**src/rtl/bp_be_wb_port_arbiter_if.sv**
```systemverilog
// Writeback bus between the issue pipes / long-latency unit and the regfile
// write-port arbiter. The slave modport is the arbiter; the master modport is the producer side.
interface bp_be_wb_port_arbiter_if #(
    parameter int data_width_p     = 64,
    parameter int reg_addr_width_p = 5,
    parameter int lq_els_p         = 4
) ();
    logic                                    pipe0_v_i;
    logic [reg_addr_width_p-1:0]             pipe0_addr_i;
    logic [data_width_p-1:0]                 pipe0_data_i;
    logic                                    pipe1_v_i;
    logic [reg_addr_width_p-1:0]             pipe1_addr_i;
    logic [data_width_p-1:0]                 pipe1_data_i;
    logic                                    long_v_i;
    logic [reg_addr_width_p-1:0]             long_addr_i;
    logic [data_width_p-1:0]                 long_data_i;
    logic                                    long_ready_o;
    logic [1:0]                              rd_w_v_o;
    logic [1:0][reg_addr_width_p-1:0]        rd_addr_o;
    logic [1:0][data_width_p-1:0]            rd_data_o;
    logic [$clog2(lq_els_p+1)-1:0]           lq_count_o;

    modport slave (
        input  pipe0_v_i, pipe0_addr_i, pipe0_data_i,
        input  pipe1_v_i, pipe1_addr_i, pipe1_data_i,
        input  long_v_i, long_addr_i, long_data_i,
        output long_ready_o, rd_w_v_o, rd_addr_o, rd_data_o, lq_count_o
    );

    modport master (
        output pipe0_v_i, pipe0_addr_i, pipe0_data_i,
        output pipe1_v_i, pipe1_addr_i, pipe1_data_i,
        output long_v_i, long_addr_i, long_data_i,
        input  long_ready_o, rd_w_v_o, rd_addr_o, rd_data_o, lq_count_o
    );
endinterface

```
**src/rtl/bp_be_wb_port_arbiter.sv**
```systemverilog
// Merges two issue-slot writebacks and a queued long-latency source onto two regfile write ports.
// Optional same-cycle long-result bypass when BP_BE_WB_ARB_BYPASS_EN is defined.
module bp_be_wb_port_arbiter #(
    parameter int data_width_p     = 64,
    parameter int reg_addr_width_p = 5,
    parameter int lq_els_p         = 4,
    parameter int zero_x0_p        = 1
) (
    input logic                      clk_i,
    input logic                      reset_n_i,
    bp_be_wb_port_arbiter_if.slave   wb
);
    localparam int cnt_w_lp = $clog2(lq_els_p+1);
    localparam int ptr_w_lp = $clog2(lq_els_p);
    localparam logic [cnt_w_lp-1:0] full_lp = cnt_w_lp'(lq_els_p);

    typedef logic [reg_addr_width_p-1:0] addr_t;
    typedef logic [data_width_p-1:0]     data_t;

    addr_t                mem_addr [lq_els_p];
    data_t                mem_data [lq_els_p];
    logic [cnt_w_lp-1:0]  count, count_next;
    logic [ptr_w_lp-1:0]  rptr, wptr, nptr;

    logic   p0_act, p1_act, long_ready, enq, byp;
    logic   drain_h, drain_n;
    addr_t  head_addr, next_addr;
    data_t  head_data, next_data;
    logic [1:0]       rd_v;
    logic [1:0][reg_addr_width_p-1:0] rd_addr;
    logic [1:0][data_width_p-1:0]     rd_data;

    function automatic logic is_x0(input addr_t a);
        return (zero_x0_p != 0) && (a == '0);
    endfunction

    function automatic logic pipe_hit(input addr_t a, input logic v0, input addr_t a0,
                                      input logic v1, input addr_t a1);
        return (v0 && (a == a0)) || (v1 && (a == a1));
    endfunction

    always_comb begin
        // Older slot yields to the younger one on a same-address collision.
        p1_act = wb.pipe1_v_i && !is_x0(wb.pipe1_addr_i);
        p0_act = wb.pipe0_v_i && !is_x0(wb.pipe0_addr_i)
                 && !(wb.pipe1_v_i && (wb.pipe0_addr_i == wb.pipe1_addr_i));

        nptr      = rptr + 1'b1;
        head_addr = mem_addr[rptr];
        head_data = mem_data[rptr];
        next_addr = mem_addr[nptr];
        next_data = mem_data[nptr];

        long_ready = reset_n_i && (count < full_lp);

        drain_h = (count != '0) && !(p0_act && p1_act)
                  && !pipe_hit(head_addr, p0_act, wb.pipe0_addr_i, p1_act, wb.pipe1_addr_i);
        // head+1 only with both ports free, never alongside a same-address head.
        drain_n = drain_h && !p0_act && !p1_act && (count > cnt_w_lp'(1))
                  && (next_addr != head_addr);

`ifdef BP_BE_WB_ARB_BYPASS_EN
        byp = (count == '0) && wb.long_v_i && long_ready && !is_x0(wb.long_addr_i)
              && !(p0_act && p1_act)
              && !pipe_hit(wb.long_addr_i, p0_act, wb.pipe0_addr_i, p1_act, wb.pipe1_addr_i);
`else
        byp = 1'b0;
`endif

        enq = wb.long_v_i && long_ready && !is_x0(wb.long_addr_i) && !byp;

        count_next = count + cnt_w_lp'(enq) - cnt_w_lp'(drain_h) - cnt_w_lp'(drain_n);
    end

    always_comb begin
        rd_v    = '0;
        rd_addr = '0;
        rd_data = '0;

        if (p0_act) begin
            rd_v[0]    = 1'b1;
            rd_addr[0] = wb.pipe0_addr_i;
            rd_data[0] = wb.pipe0_data_i;
        end else if (drain_h) begin
            rd_v[0]    = 1'b1;
            rd_addr[0] = head_addr;
            rd_data[0] = head_data;
        end else if (byp) begin
            rd_v[0]    = 1'b1;
            rd_addr[0] = wb.long_addr_i;
            rd_data[0] = wb.long_data_i;
        end

        if (p1_act) begin
            rd_v[1]    = 1'b1;
            rd_addr[1] = wb.pipe1_addr_i;
            rd_data[1] = wb.pipe1_data_i;
        end else if (drain_h && p0_act) begin
            rd_v[1]    = 1'b1;
            rd_addr[1] = head_addr;
            rd_data[1] = head_data;
        end else if (drain_n) begin
            rd_v[1]    = 1'b1;
            rd_addr[1] = next_addr;
            rd_data[1] = next_data;
        end else if (byp && p0_act) begin
            rd_v[1]    = 1'b1;
            rd_addr[1] = wb.long_addr_i;
            rd_data[1] = wb.long_data_i;
        end

        // Reset forces the combinational pass-through quiet as well.
        if (!reset_n_i) begin
            rd_v    = '0;
            rd_addr = '0;
            rd_data = '0;
        end
    end

    assign wb.rd_w_v_o     = rd_v;
    assign wb.rd_addr_o    = rd_addr;
    assign wb.rd_data_o    = rd_data;
    assign wb.long_ready_o = long_ready;
    assign wb.lq_count_o   = count;

    always_ff @(posedge clk_i or negedge reset_n_i) begin
        if (!reset_n_i) begin
            count <= '0;
            rptr  <= '0;
            wptr  <= '0;
        end else begin
            count <= count_next;
            rptr  <= rptr + ptr_w_lp'(drain_h) + ptr_w_lp'(drain_n);
            if (enq)
                wptr <= wptr + 1'b1;
        end
    end

    // Queue storage is intentionally left out of reset.
    always_ff @(posedge clk_i) begin
        if (enq) begin
            mem_addr[wptr] <= wb.long_addr_i;
            mem_data[wptr] <= wb.long_data_i;
        end
    end

`ifndef SYNTHESIS
    always @(posedge clk_i) begin
        if (reset_n_i) begin
            assert (!(enq && (count == full_lp)))
                else $error("long-latency enqueue while queue full");
            assert (!((rd_v == 2'b11) && (rd_addr[0] == rd_addr[1])))
                else $error("both write ports target the same register");
        end
    end
`endif
endmodule

```
**src/flat_wrapper.sv**
```systemverilog
// flat-port wrapper written by rule: the top's interface ports become plain ports
module bp_be_wb_port_arbiter_flat 
#(
    parameter int data_width_p     = 64,
    parameter int reg_addr_width_p = 5,
    parameter int lq_els_p         = 4,
    parameter int zero_x0_p        = 1
)
  (clk_i, reset_n_i, wb_pipe0_v_i, wb_pipe0_addr_i, wb_pipe0_data_i, wb_pipe1_v_i, wb_pipe1_addr_i, wb_pipe1_data_i, wb_long_v_i, wb_long_addr_i, wb_long_data_i, wb_long_ready_o, wb_rd_w_v_o, wb_rd_addr_o, wb_rd_data_o, wb_lq_count_o);
  bp_be_wb_port_arbiter_if #(.data_width_p(data_width_p), .reg_addr_width_p(reg_addr_width_p), .lq_els_p(lq_els_p)) wb_i ();
  input logic clk_i;
  input logic reset_n_i;
  input wire logic [$bits(wb_i.pipe0_v_i)-1:0] wb_pipe0_v_i;
  input wire logic [$bits(wb_i.pipe0_addr_i)-1:0] wb_pipe0_addr_i;
  input wire logic [$bits(wb_i.pipe0_data_i)-1:0] wb_pipe0_data_i;
  input wire logic [$bits(wb_i.pipe1_v_i)-1:0] wb_pipe1_v_i;
  input wire logic [$bits(wb_i.pipe1_addr_i)-1:0] wb_pipe1_addr_i;
  input wire logic [$bits(wb_i.pipe1_data_i)-1:0] wb_pipe1_data_i;
  input wire logic [$bits(wb_i.long_v_i)-1:0] wb_long_v_i;
  input wire logic [$bits(wb_i.long_addr_i)-1:0] wb_long_addr_i;
  input wire logic [$bits(wb_i.long_data_i)-1:0] wb_long_data_i;
  output wire logic [$bits(wb_i.long_ready_o)-1:0] wb_long_ready_o;
  output wire logic [$bits(wb_i.rd_w_v_o)-1:0] wb_rd_w_v_o;
  output wire logic [$bits(wb_i.rd_addr_o)-1:0] wb_rd_addr_o;
  output wire logic [$bits(wb_i.rd_data_o)-1:0] wb_rd_data_o;
  output wire logic [$bits(wb_i.lq_count_o)-1:0] wb_lq_count_o;
  assign wb_i.pipe0_v_i = wb_pipe0_v_i;
  assign wb_i.pipe0_addr_i = wb_pipe0_addr_i;
  assign wb_i.pipe0_data_i = wb_pipe0_data_i;
  assign wb_i.pipe1_v_i = wb_pipe1_v_i;
  assign wb_i.pipe1_addr_i = wb_pipe1_addr_i;
  assign wb_i.pipe1_data_i = wb_pipe1_data_i;
  assign wb_i.long_v_i = wb_long_v_i;
  assign wb_i.long_addr_i = wb_long_addr_i;
  assign wb_i.long_data_i = wb_long_data_i;
  assign wb_long_ready_o = wb_i.long_ready_o;
  assign wb_rd_w_v_o = wb_i.rd_w_v_o;
  assign wb_rd_addr_o = wb_i.rd_addr_o;
  assign wb_rd_data_o = wb_i.rd_data_o;
  assign wb_lq_count_o = wb_i.lq_count_o;
  bp_be_wb_port_arbiter #(.data_width_p(data_width_p), .reg_addr_width_p(reg_addr_width_p), .lq_els_p(lq_els_p), .zero_x0_p(zero_x0_p)) u_core (.clk_i(clk_i), .reset_n_i(reset_n_i), .wb(wb_i));
endmodule
```
**config.mk**
```make
export PLATFORM = sky130hd
export DESIGN_NAME = bp_be_wb_port_arbiter_flat
export DESIGN_NICKNAME = d
export VERILOG_FILES = /design/src/rtl/bp_be_wb_port_arbiter_if.sv /design/src/rtl/bp_be_wb_port_arbiter.sv /design/src/flat_wrapper.sv
export SDC_FILE = /design/constraint.sdc
export NUM_CORES = 1
export LEC_CHECK = 0
export ABC_AREA = 0
export CORE_MARGIN = 2
export CORE_UTILIZATION = 50
export DETAILED_ROUTE_END_ITERATION = 10
export GPL_ROUTABILITY_DRIVEN = 0
export PLACE_DENSITY = 0.88
export SLEW_MARGIN = 20
export SYNTH_ARGS = -nofsm -noshare
export SYNTH_HDL_FRONTEND = slang
export SYNTH_SLANG_ARGS = --single-unit
```
**constraint.sdc**
```tcl
create_clock -name clk_i -period 6.1 [get_ports clk_i]
set_clock_uncertainty 0.15 [all_clocks]
set_input_delay 1.22 -clock clk_i [delete_from_list [all_inputs] [get_ports clk_i]]
set_output_delay 1.22 -clock clk_i [all_outputs]
set_load 0.03 [all_outputs]
```
## Word level (Yosys, flattened, before mapping)

Memory sizes are Yosys's and may differ from the RTL's.
Cells that the tools add are included.

- Register bits: 7
- Bits in writable memories: 276
- Bits of input ports: 212
- Output and inout port bits: 144
- Word-level logic and storage cells: 68
- Memories kept: 2

Memory list:

| memory | words | bits a word | read ports | clocked after memory_dff | wr ports | line | text |
|---|---|---|---|---|---|---|---|
| u_core.mem_data | 4 | 64 | 2 | 0 | 1 | bp_be_wb_port_arbiter.sv:21 | `data_t mem_data [lq_els_p];` |
| u_core.mem_addr | 4 | 5 | 2 | 0 | 1 | bp_be_wb_port_arbiter.sv:20 | `addr_t mem_addr [lq_els_p];` |

- $add $sub $neg: 7
- Order comparisons: 2
- Equal/unequal tests: 4
- Muxes and demuxes: 20
- Reductions and logical operators: 30

Operators by type and width:

| kind | number |
|---|---|
| $mux 64 | 5 |
| $mux 128 | 1 |
| $mux 5 | 5 |
| $logic_and 1x1->1 | 17 |
| $eq 5x5->1 | 3 |
| $logic_not 5->1 | 3 |
| $mux 10 | 1 |
| $logic_not 1->1 | 8 |
| $mux 1 | 7 |
| $sub 3x1->3 | 2 |
| $ne 5x5->1 | 1 |
| $add 2x1->2 | 2 |
| $add 2x1->2 const B | 2 |
| $add 3x1->3 | 1 |
| $gt 3x1->1 const B | 1 |
| $lt 3x3->1 const B | 1 |
| $reduce_bool 3->1 | 1 |
| $mux 2 | 1 |
| $logic_or 1x1->1 | 1 |

## Depth between registers and ports, before layout

Gate-level depths: netlist of the first run.

- Depth after elaboration: 16
- Depth in mapped cells: 16

## Least setup slack after synthesis of the first run

OpenSTA, ideal clock, no wires.

- Path type: input -> register
- Start: input port reset_n_i
- End: memory u_core.mem_addr[0][0] (netlist bit) (enable)
- Library setup time: 0.435 ns
- Data arrival time: 3.929 ns
- Path slack: 1.587 ns
- Cell stages on the path: 4
- Cell sequence: nor2b_1 -> nand2_1 -> a21oi_1 -> and2_1

- Word-level cells in the longest chain between the ends: 5

RTL lines:

| what | line | text |
|---|---|---|
| start: declaration | flat_wrapper.sv:12 | `input logic reset_n_i;` |
| $logic_and 1x1->1 | bp_be_wb_port_arbiter.sv:54 | `long_ready = reset_n_i && (count < full_lp);` |
| $logic_and 1x1->1 (2 in a row) | bp_be_wb_port_arbiter.sv:70 | `enq = wb.long_v_i && long_ready && !is_x0(wb.long_addr_i) && !byp;` |
| via u_core.enq | bp_be_wb_port_arbiter.sv:25 | `logic p0_act, p1_act, long_ready, enq, byp;` |
| $mux 1 | bp_be_wb_port_arbiter.sv:141 | `if (enq) begin` |
| $mux 1 (implied by the code) | bp_be_wb_port_arbiter.sv:142 | `mem_addr[wptr] <= wb.long_addr_i;` |
| end: declaration | bp_be_wb_port_arbiter.sv:20 |  |

The timed path passes the listed nets, and every way through them passes these cells.

## Final worst setup path of the first run

- Start: input port wb_pipe1_addr_i[0]
- End: output port wb_rd_data_o[76]

- Word-level cells in the longest chain between the ends: 16
- Elaborated cells on any way between the ends: 27

RTL lines:

| what | line | text |
|---|---|---|
| start: declaration | flat_wrapper.sv:17 | `input wire logic [$bits(wb_i.pipe1_addr_i)-1:0] wb_pipe1_addr_i;` |
| $eq 5x5->1 | bp_be_wb_port_arbiter.sv:46 | `&& !(wb.pipe1_v_i && (wb.pipe0_addr_i == wb.pipe1_addr_i));` |
| $logic_and 1x1->1 | bp_be_wb_port_arbiter.sv:46 |  |
| $logic_not 1->1 | bp_be_wb_port_arbiter.sv:46 |  |
| $logic_and 1x1->1 | bp_be_wb_port_arbiter.sv:46 |  |
| $logic_and 1x1->1, on equally long branches | bp_be_wb_port_arbiter.sv:56, bp_be_wb_port_arbiter.sv:39 |  |
| $logic_not 1->1 / $logic_or 1x1->1 (equally long branches) | bp_be_wb_port_arbiter.sv:56, bp_be_wb_port_arbiter.sv:39 |  |
| $logic_and 1x1->1 / $logic_not 1->1 (equally long branches) | bp_be_wb_port_arbiter.sv:56, bp_be_wb_port_arbiter.sv:57 |  |
| $logic_and 1x1->1 | bp_be_wb_port_arbiter.sv:57 | `&& !pipe_hit(head_addr, p0_act, wb.pipe0_addr_i, p1_act, wb.pipe1_addr_i);` |
| $logic_and 1x1->1 (3 in a row) | bp_be_wb_port_arbiter.sv:59 | `drain_n = drain_h && !p0_act && !p1_act && (count > cnt_w_lp'(1))` |
| $logic_and 1x1->1 | bp_be_wb_port_arbiter.sv:60 | `&& (next_addr != head_addr);` |
| $mux 64 | bp_be_wb_port_arbiter.sv:102 | `end else if (drain_n) begin` |
| $mux 64 | bp_be_wb_port_arbiter.sv:98 | `end else if (drain_h && p0_act) begin` |
| $mux 64 * | bp_be_wb_port_arbiter.sv:94 | `if (p1_act) begin` |
| $mux 128 * | bp_be_wb_port_arbiter.sv:113 | `if (!reset_n_i) begin` |
| end: declaration | flat_wrapper.sv:25 | `output wire logic [$bits(wb_i.rd_data_o)-1:0] wb_rd_data_o;` |

Mark *: on every way between the ends. The rest lies on a longest branch, timed or not.

==> results of run 1 <==
## cells by family (layout without fill, tap and decap cells)
family	count (synthesis)	in the layout	share of synthesized area, %
xor gates and xnor gates	33	33	1.90
adders and majority gates	9	9	0.838
buffers and inverters	110	446	3.48
other	0	3	0
DFF	283	283	55.6
AOI/OAI and AO/OA	376	376	16.0
muxes	143	143	20.7
and+or+nand+nor	45	45	1.50
## state kept, by name, summed over array words and instances (netlist names)
name	cells
u_core.mem_addr	20
u_core.mem_data	256
u_core.rptr	2
u_core.wb.lq_count_o	3
u_core.wptr	2
## routing by layer
| metal | vias to the layer above | global-route usage (%) |
|---|---|---|
| met3 | 130 | 4.26 |
| li1 | 4828 | - |
| met1 | 5673 | 34.0 |
| met4 | 0 | 10.6 |
| met5 | - | 0 |
| met2 | 762 | 45.9 |
## cell type report
class,count,area [µm²]
Sequential cell,283,8470
Inverter,10,37.5
Clock inverter,14,110
Clock buffer,43,841
Multi-Input combinational cell,606,6290
Antenna cell,3,7.51
Timing Repair Buffer,379,3700
Tap cell,390,488
Fill cell,2018,9850
## through the flow
step / power [mW] / cell area, µm²
2_1_floorplan: 5.20 / 15200
3_3_place_gp: 6.27 / 18900
3_5_place_dp: 6.36 / 18900
4_1_cts: 8.11 / 19900
5_1_grt: 8.45 / 19900
6_report: 8.10 / 19900
## layout by cell type (no fill, tap or decap), types with 4 or more instances in the layout
master           count
xor2_1              15
nand3_1              4
o21ai_0             74
a22o_1              64
and2_4               4
clkdlybuf4s50_1    288
buf_12               9
clkinv_2             4
clkbuf_1            10
dfrtp_1              5
buf_4               79
mux2i_1              4
nor2_1               5
o2bb2ai_1            6
nand2_1             15
o211ai_1            69
inv_1               10
ha_1                 7
xnor2_1             18
clkbuf_16           31
nor3_1               4
mux4_2             136
a21oi_1            137
edfxtp_1           276
## power breakdown
group	leakage, nW	switching, mW	internal, mW
combinational	3.49	2.17	1.74
clock	0.456	0.727	1.00
sequential	2.57	0.149	2.31
## path summary, 6_finish.rpt
path	from	endpoint	slack, ps
worst max-delay path	wb_pipe1_addr_i[0]	wb_rd_data_o[76]	360
worst min-delay path	u_core.wb.lq_count_o[0]	u_core.wb.lq_count_o[0]	420
worst max register to register	u_core.rptr[1]	u_core.wb.lq_count_o[2]	1970
worst min register to register	u_core.wb.lq_count_o[0]	u_core.wb.lq_count_o[0]	420
max in group asynchronous	reset_n_i	u_core.rptr[1]	4680
min in group asynchronous	reset_n_i	u_core.rptr[0]	580
## critical path, delay by kind of cell
kind | cells | cell delay [ps]
AOI/OAI and AO/OA | 3 | 670
xor gates and xnor gates | 1 | 200
buffers and inverters | 3 | 1600
and+or+nand+nor | 2 | 620
==> results.json, run 1 <==
{
  "outcome": "completed",
  "min_path_type": "register to register",
  "routed.top_layer": "met4",
  "place_ws_ps": 356,
  "synth-warning-count": 0,
  "firstDrtPassIters": 5,
  "tns_ps": 0,
  "grt_pass1_wl_um": 65200,
  "grt-ovfl-total": 0,
  "synth-async-reset-ratio_pct": 2.47,
  "ys.flop_type": "edfxtp_1",
  "drtIter0Drc": 1087,
  "cp_slowest_stage_delay_ps": 710,
  "cp_max_fo": 70,
  "synth.avg_cell_area_um2": 15.2,
  "cap_violations": 0,
  "drc": 0,
  "holdPathStages": 1,
  "fin_crit_sh_pct": 94.0,
  "grt_max_degree": 71,
  "crit_chain": "clkdlybuf4s50_1 > xor2_1 > nor4_1 > a31oi_2 > nor2_4 > buf_12 > o211ai_1 > a21oi_1 > clkdlybuf4s50_1",
  "start_util_pct": 51.1,
  "layout-drive-gt1-share_pct": 21.9,
  "finalSetupViolations": 0,
  "clkTransAtPathRegs_ps": 50,
  "tightest_slew_ps": 1100,
  "synth_top_area_share_pct": 54.4,
  "cp.arrival_ps": 4370,
  "layout_setup_ws_ps": 364,
  "reg2regPathDepth": 11,
  "endpoint_kind": "output pin",
  "io_pins": 356,
  "clock-sinks": 283,
  "nets": 1532,
  "clock_latency_ps": 540,
  "area_growth_pct": 31.0,
  "synthMostInstantiatedCell": "edfxtp_1",
  "ant_nets": 0,
  "irDropWorstVdd_mv": 0.315,
  "synth_common_cells": "edfxtp_1, a21oi_1, mux4_2, o21ai_0, o211ai_1",
  "clock-root-buffer": "clkbuf_16",
  "antenna_found_initial": 3,
  "die_area_um2": 31900,
  "ys_seq_elements": 283,
  "wl_per_cell_um": 25.0,
  "cts_setup_buffers": 0,
  "wl_met1_um": 15700,
  "grt_pass1_vias": 11700,
  "syn_area_um2": 15200,
  "critical_path_class": "input port to output pin",
  "portBuffers": 355,
  "hold_slack_ps": 421,
  "dp_cells": 1665,
  "yosys.area.top_type": "edfxtp_1",
  "rows": 63,
  "critPathLaunchType": "input port",
  "die_height_um": 179,
  "syn_nets": 1220,
  "place_hpwl_um": 28500,
  "power_leakage_nw": 6.52,
  "layout.cells.non_filler": 1728,
  "slew_violations": 0,
  "numCtsBuffers": 31,
  "required_ps": 4730,
  "path_common_cell": "clkdlybuf4s50_1",
  "synth_edf_count": 276,
  "cts_resized": 0,
  "met2_length_um": 22100,
  "vias_per_cell": 6.59,
  "vias": 11400,
  "clock_path_buffers": 3,
  "period_needed_ps": 5740,
  "power-per-cell-area_nw_per_um2": 406,
  "wl_um": 43200,
  "crit_slowest_cell": "clkdlybuf4s50_1",
  "hold_buffers": 0,
  "rsz0062_at_grt": "false",
  "finalHoldViolCount": 0,
  "syn-instance-count": 999,
  "ys_seq_area_share_pct": 55.6,
  "cts_max_level": 1,
  "utilization_pct": 66.9,
  "die_w_um": 179,
  "max_slew_margin_pct": 27.0,
  "netlist-cell-type-count": 52,
  "netlist_top_cells_area": "edfxtp_1, mux4_2, a21oi_1",
  "wl_met3_um": 3710,
  "groute.usage.overall_pct": 26.7,
  "fmax_mhz": 174,
  "core-area_um2": 29800,
  "cts_tree": "built"
}
Note: power is estimated with default switching activity, not from simulation.
==> run 2: changes to the inputs <==
Settings changed: CORE_MARGIN 2 to 5.
==> results.json, run 2 (synthesized netlist as in run 1, its figures left out) <==
{
  "layout_commonest_cell": "clkdlybuf4s50_1",
  "grt_pass1_wl_um": 67700,
  "vias": 11500,
  "antenna_cells": 0,
  "multi_input_area_um2": 6290,
  "drtIter0Drc": 1045,
  "regArea_um2": 8470,
  "ant_nets": 0,
  "io_pins": 356,
  "cp.arrival_ps": 4380,
  "grt_pass1_vias": 11600,
  "utilization_pct": 67.2,
  "clock-root-buffer": "clkbuf_16",
  "power-per-cell-area_nw_per_um2": 413,
  "numCtsBuffers": 30,
  "layout-drive-gt1-share_pct": 22.7,
  "required_ps": 4730,
  "core-area_um2": 29900,
  "power_leakage_nw": 6.62,
  "groute.usage.overall_pct": 25.4,
  "rsz0062_at_grt": "false",
  "wl_per_cell_um": 25.8,
  "tightest_slew_ps": 1020,
  "cts_tree": "built",
  "hold_slack_ps": 420,
  "cts_setup_buffers": 0,
  "vias_per_cell": 6.66,
  "largest_reg_flops": 256,
  "min_path_type": "register to register",
  "finalHoldViolCount": 0,
  "nets": 1536,
  "die_area_um2": 34000,
  "cp_max_fo": 15,
  "hold_buffers": 0,
  "antenna_found_initial": 2,
  "irDropWorstVdd_mv": 0.298,
  "final_cell_mix": "clkdlybuf4s50_1, edfxtp_1, a21oi_1",
  "fmax_mhz": 174,
  "die_height_um": 185,
  "tns_ps": 0,
  "clock_latency_ps": 540,
  "hold_end": "u_core.wb.lq_count_o[0]",
  "portBuffers": 355,
  "drc": 0,
  "critPathLaunchType": "input port",
  "start_util_pct": 51.0,
  "place_ws_ps": 399,
  "hold_start": "u_core.wb.lq_count_o[0]",
  "wl_um": 44500,
  "grt-ovfl-total": 0,
  "r2r-start": "u_core.rptr[1]",
  "holdPathStages": 1,
  "place_hpwl_um": 29600,
  "r2r-end": "u_core.wb.lq_count_o[2]",
  "ff2ff_setup_slack_ps": 2040,
  "clock-sinks": 283,
  "die_w_um": 185,
  "area_growth_pct": 31.9,
  "critical_path_class": "input port to output pin",
  "reg2regPathDepth": 12,
  "layout_setup_ws_ps": 346,
  "period_needed_ps": 5750,
  "firstDrtPassIters": 5,
  "rows": 63,
  "largest-register": "u_core.mem_data",
  "max_slew_margin_pct": 31.9,
  "nFillCells": 1948,
  "cts_resized": 0,
  "endpoint_kind": "output pin",
  "clock_path_buffers": 3,
  "fin_crit_sh_pct": 94.3,
  "cts_max_level": 1,
  "grt_max_degree": 71,
  "slew_violations": 0,
  "outcome": "completed",
  "cap_violations": 0,
  "placed_area_um2": 19000,
  "finalSetupViolations": 0,
  "fin_area_um2": 20100,
  "clkTransAtPathRegs_ps": 60
}
-- run 2: report_power, final --
part / switching, mW / internal [mW]
clock: 0.736 / 1.18
sequential: 0.186 / 2.31
combinational: 2.14 / 1.75
total: 3.07 / 5.24
-- run 2: worst max path at each step --
stage	from	end	slack (ps)	cells past startpoint
2_1_floorplan	reset_n_i	u_core.mem_addr[0][0]	1590	4
6_report	wb_pipe1_addr_i[4]	wb_rd_data_o[87]	350	10
5_1_grt	wb_pipe1_addr_i[4]	wb_rd_data_o[85]	210	10
4_1_cts	wb_pipe1_addr_i[4]	wb_rd_data_o[87]	380	10
3_5_place_dp	wb_pipe1_addr_i[4]	wb_rd_data_o[87]	400	10
3_3_place_gp	wb_pipe1_addr_i[4]	wb_rd_addr_o[7]	440	9
-- run 2: critical path, stage by stage --
cell             delay, ps
clkdlybuf4s50_1        610
xor2_1                 190
nor4_1                 100
a31oi_2                460
o211a_2                330
buf_4                  230
buf_4                  250
a21oi_1                 90
a21oi_1                200
clkdlybuf4s50_1        690
-- run 2: final cells by class --
| cell class | instances | area share (%) |
|---|---|---|
| Inverter | 10 | 0.187 |
| Timing Repair Buffer | 384 | 18.7 |
| Clock buffer | 34 | 3.92 |
| Sequential cell | 283 | 42.2 |
| Clock inverter | 21 | 1.33 |
| Tap cell | 390 | 2.43 |
| Multi-Input combinational cell | 606 | 31.3 |
-- run 2: per-layer routing --
| layer | global-route usage [%] | routed length (µm) | part of all wire, % |
|---|---|---|---|
| met3 | 4.78 | 4110 | 9.2 |
| met1 | 34.1 | 16600 | 37 |
| met2 | 42.3 | 22500 | 51 |
| met4 | 8.07 | 1260 | 2.8 |
| met5 | 0 | 27 | 0.061 |
-- run 2: stage by stage --
step	total power [mW]	cells
final	8.30	1728
after global routing	8.68	1728
after CTS	8.33	1727
after detailed placement	6.40	1672
after global placement	6.31	1672
after floorplan	5.20	999
